==> src/rtl/booth_seq_multiplier.sv <==
// booth_seq_multiplier
//   Multi-cycle signed WIDTH x WIDTH multiplier using radix-2 Booth recoding.
//   In each RUN cycle the multiplicand is added to or subtracted from the upper half of the
//   product register. The register is then shifted right arithmetically by one bit.
//   After WIDTH steps the low WIDTH bits of the product are registered with an overflow flag.
// Ports
//   clock          : rising-edge clock
//   reset          : synchronous, active-high
//   ctrl_MULT      : start pulse; the operands are sampled on the same edge (ignored in RUN)
//   data_operandA  : multiplicand, two's complement
//   data_operandB  : multiplier, two's complement
//   data_result    : low WIDTH bits of the product, held until the next completion
//   data_exception : product does not fit in WIDTH signed bits
//   data_resultRDY : one-cycle pulse, result valid
//   busy           : multiplication in progress
module booth_seq_multiplier #(
  parameter int unsigned WIDTH = 32
) (
  input  logic             clock,
  input  logic             reset,
  input  logic             ctrl_MULT,
  input  logic [WIDTH-1:0] data_operandA,
  input  logic [WIDTH-1:0] data_operandB,
  output logic [WIDTH-1:0] data_result,
  output logic             data_exception,
  output logic             data_resultRDY,
  output logic             busy
);

  localparam int unsigned PW = 2 * WIDTH + 1;
  localparam int unsigned CW = $clog2(WIDTH + 1);

  typedef enum logic [1:0] {StIdle, StRun, StDone} state_e;

  state_e            state_q;
  logic [CW-1:0]     count_q;
  logic [PW-1:0]     prod_q;
  logic [WIDTH:0]    mcand_q;

  logic [WIDTH:0]    upper_ext;
  logic [WIDTH:0]    acc;
  logic [PW-1:0]     prod_step;
  logic [2*WIDTH-1:0] prod_full;
  logic [WIDTH:0]    sign_win;
  logic              last_step;

  // One Booth step. The accumulator is WIDTH+1 bits wide, so subtracting the most
  // negative multiplicand cannot wrap. Its MSB is the true sign that is shifted in.
  always_comb begin
    upper_ext = {prod_q[PW-1], prod_q[PW-1:WIDTH+1]};
    case (prod_q[1:0])
      2'b01:   acc = upper_ext + mcand_q;
      2'b10:   acc = upper_ext - mcand_q;
      default: acc = upper_ext;
    endcase
    prod_step = {acc, prod_q[WIDTH:1]};
    prod_full = prod_step[PW-1:1];
    // Every bit from WIDTH-1 upward must match the sign for the product to fit.
    sign_win  = prod_full[2*WIDTH-1:WIDTH-1];
    last_step = (count_q == CW'(WIDTH - 1));
  end

  always_ff @(posedge clock) begin
    if (reset) begin
      state_q        <= StIdle;
      count_q        <= '0;
      prod_q         <= '0;
      mcand_q        <= '0;
      data_result    <= '0;
      data_exception <= 1'b0;
    end else begin
      case (state_q)
        StIdle, StDone: begin
          if (ctrl_MULT) begin
            mcand_q <= {data_operandA[WIDTH-1], data_operandA};
            prod_q  <= {{WIDTH{1'b0}}, data_operandB, 1'b0};
            count_q <= '0;
            state_q <= StRun;
          end else begin
            state_q <= StIdle;
          end
        end
        StRun: begin
          prod_q  <= prod_step;
          count_q <= count_q + CW'(1);
          if (last_step) begin
            state_q        <= StDone;
            data_result    <= prod_full[WIDTH-1:0];
            data_exception <= ~((&sign_win) | ~(|sign_win));
          end
        end
        default: state_q <= StIdle;
      endcase
    end
  end

  assign busy           = (state_q == StRun);
  assign data_resultRDY = (state_q == StDone);

endmodule

==> config.mk <==
export PLATFORM = sky130hd
export DESIGN_NAME = booth_seq_multiplier
export DESIGN_NICKNAME = d
export VERILOG_FILES = /design/src/rtl/booth_seq_multiplier.sv
export SDC_FILE = /design/constraint.sdc
export NUM_CORES = 1
export LEC_CHECK = 0
export ABC_AREA = 0
export CELL_PAD_IN_SITES_DETAIL_PLACEMENT = 0
export CELL_PAD_IN_SITES_GLOBAL_PLACEMENT = 1
export CORE_MARGIN = 2
export CORE_UTILIZATION = 41
export CTS_CLUSTER_DIAMETER = 120
export DETAILED_ROUTE_END_ITERATION = 16
export PLACE_DENSITY = 0.9
export SETUP_SLACK_MARGIN = 0.5
export SLEW_MARGIN = 20
export SYNTH_ARGS = -nofsm -noshare
export SYNTH_HDL_FRONTEND = slang
export SYNTH_SLANG_ARGS = --single-unit
==> constraint.sdc <==
create_clock -name clock -period 5.73 [get_ports clock]
set_input_delay 0.8595 -clock clock [delete_from_list [all_inputs] [get_ports clock]]
set_output_delay 0.8595 -clock clock [all_outputs]
set_load 0.05 [all_outputs]
==> impl_metrics.py <==
metrics = {
    "status": {
        "status": "finished, final reports clean",
    },
    "synthesis": {
        "synth_fp_nets": 1219,
        "synth-edff-count": 0,
        "yosysSeqAreaShare_pct": 33.59,
        "avgSynthCellArea_um2": 7.370,
        "synthFlopType": "dfxtp_1",
        "synthArstFlopShare_pct": 0,
        "synthCells": 1116,
        "yosysWarningCount": 0,
        "syn-cell-area_um2": 8225,
        "yosysUniqueCellTypes": 64,
        "ys_ff_latch": 138,
    },
    "cells_and_area": {
        "antennaDiodeCount": 0,
        "fill_cells": 1885,
        "final_util_pct": 51.50,
        "area_delta_synth_final_pct": 22.65,
        "layoutNonFillerInstCount": 1458,
        "drive_gt1_share_pct": 5.784,
        "nets": 1283,
    },
    "routing": {
        "dr.pass1.iters": 5,
        "wl_um": 24710,
        "wl_per_cell_um": 16.95,
        "drc_errors": 0,
        "postRouteAntennaNets": 0,
        "via_count": 8410,
        "drt_iter0_markers": 631,
        "vias_per_cell": 5.768,
    },
    "floorplan": {
        "die_area_um2": 21210,
        "die_h_um": 145.6,
        "ios": 102,
        "core_um2": 19590,
        "rows": 51,
        "start_util_pct": 41.99,
        "dieWidth_um": 145.6,
    },
    "power": {
        "vdd_drop_max_mv": 0.2070,
        "power.leakage_uw": 0.003488,
        "p_total_uw": 2813,
        "power.density_nw_per_um2": 278.8,
    },
    "cts": {
        "hold_buffers": 0,
        "cts_setup_buffers": 0,
        "cts-root-buf": "clkbuf_16",
        "ctsLongestPathBuffers": 2,
        "clk_pin_slew_ns": 0.07,
        "clock-sinks": 138,
        "numCtsBuffers": 17,
        "cts_tree": "built",
        "insertion_delay_ns": 0.43,
        "htreeDepth": 4,
    },
    "placement": {
        "dpl.cell_count": 1426,
        "port-buffer-count": 101,
        "dp_hpwl_um": 17260,
        "place.gp.congestion": 0.8852,
    },
    "timing": {
        "fmax_mhz": 201.5,
        "setup-violations-final": 0,
        "setup_tns_ns": 0,
        "timing.hold.ws_ns": 0.4552,
        "finalMaxSlewViolations": 0,
        "rsz0062_at_grt": "false",
        "min_period_over_period_pct": 86.60,
        "worst_pin_slew_ns": 1.050,
        "maxSlewHeadroom_pct": 29.84,
        "min_period_ns": 4.962,
        "fin_skew_ns": 0.01792,
        "hold_viol_final": 0,
    },
    "critical_path": {
        "reg2reg_slack_ns": 0.77,
        "crit_arrival_ns": 5.27,
        "worstPathRequired_ns": 6.04,
        "crit_path_end_kind": "flop",
        "crit_fanout": 8,
        "worstSetupPathType": "flop to flop",
        "startpoint_type": "flop",
    },
    "grt": {
        "track_usage_pct": 23.18,
        "overflow": 0,
        "first_global_vias": 7890,
        "antenna_found_initial": 0,
        "grt_max_degree": 89,
        "grt_pass1_wl_um": 40400,
    },
    "job": {
        "max-cap-violations": 0,
    },
    "hold_path": {
        "hold_path_class": "flop to flop",
    },
}
## area by class of cell
type,instances,area [µm²],area share (%)
Multi-Input combinational cell,887,5204,51.58
Clock inverter,15,172.7,1.712
Tap cell,265,331.6,3.287
Clock buffer,17,425.4,4.217
Timing Repair Buffer,115,1114,11.04
Sequential cell,138,2763,27.38
Inverter,21,78.83,0.7813
## placed cells by master, fill, tap and decap left out, types with 15 or more instances in the layout
| cell type | count |
|---|---|
| nand2_1 | 220 |
| a21oi_1 | 171 |
| dfxtp_1 | 138 |
| clkdlybuf4s50_1 | 100 |
| nor2_1 | 97 |
| a22oi_1 | 57 |
| xnor2_1 | 37 |
| ha_1 | 35 |
| o21ai_0 | 32 |
| nor3_1 | 21 |
| inv_1 | 19 |
| o211ai_1 | 17 |
| clkbuf_16 | 17 |
| nand3_1 | 16 |
| buf_4 | 15 |
## cell families (layout without fill, tap and decap cells)
family	Yosys count	in the layout	synth area share, %
buf+inv	91	168	4.198
mux	6	6	0.7758
flops	138	138	33.59
xor+xnor	44	44	4.685
fa+ha+maj	36	36	5.567
compound gates	360	360	27.29
simple gates	441	441	23.90
## through the flow
step / area, µm² / worst slack, ns
finish: 10090 / 0.7680
global route: 10090 / 0.4881
CTS: 10040 / 0.5076
detailed placement: 9424 / 0.3887
global placement: 9424 / 0.4838
floorplan: 8225 / 1.078
## Yosys cell counts (7+ instances only)
library cell / count / share of area, %
nor2b_1: 9 / 0.68
o21ai_0: 32 / 1.9
nor4_1: 10 / 0.76
nor3_1: 23 / 1.4
a21oi_1: 171 / 10
nand4_1: 14 / 1.1
a211oi_1: 12 / 1.1
buf_1: 9 / 0.41
o211ai_1: 17 / 1.6
nor2_1: 99 / 4.5
nand3_1: 16 / 0.97
a22oi_1: 57 / 5.2
ha_1: 35 / 5.3
inv_1: 19 / 0.87
nand2_1: 220 / 10
xor2_1: 7 / 0.75
xnor2_1: 37 / 3.9
clkbuf_1: 58 / 2.6
o31a_1: 7 / 0.75
or3_1: 11 / 0.84
o21a_1: 14 / 1.3
dfxtp_1: 138 / 34
## state kept, by name, summed over array words and instances (netlist names)
signal          flops
data_exception      1
count_q             6
mcand_q            32
state_q             2
prod_q             65
data_result        32
## metal layers
| metal | global-route usage, % | wire (µm) |
|---|---|---|
| met1 | 30.75 | 11130 |
| met2 | 37.42 | 11350 |
| met3 | 6.113 | 1834 |
| met4 | 6.373 | 400 |
| met5 | 0 | 0 |
## where the power goes
part / internal [µW] / switching [µW] / total, µW
Clock: 623 / 492 / 1110
Sequential: 996 / 39.6 / 1040
Combinational: 258 / 404 / 662
## worst max-delay path: stages (launching register included)
cell and delay (ns):
dfxtp_1 0.37, nor3_1 0.34, nand2_1 0.14, or3_1 0.34
nor3_1 0.31, nand3b_1 0.18, nor3_1 0.16, nor2_1 0.07
xnor2_1 0.15, ha_1 0.39, a21oi_1 0.21, o21ai_0 0.14
a41o_1 0.24, or4_1 0.43, a32oi_2 0.25, o211ai_1 0.11
or4b_1 0.50, nor4_2 0.23, and4bb_1 0.23, a211oi_1 0.06
## repair_timing
item | 4_1_cts | 5_1_grt
resized for setup | 3 | 9
pin swaps | 0 | 0
setup endpoints to repair | 1 | 1
## worst paths after layout
check,start,to,cells after the start
max reg2reg,mcand_q[18],data_exception,19
min,data_result[26],data_result[26],2
max,mcand_q[18],data_exception,19
min reg2reg,data_result[26],data_result[26],2
No activity file was read; power rests on OpenSTA's default activity.
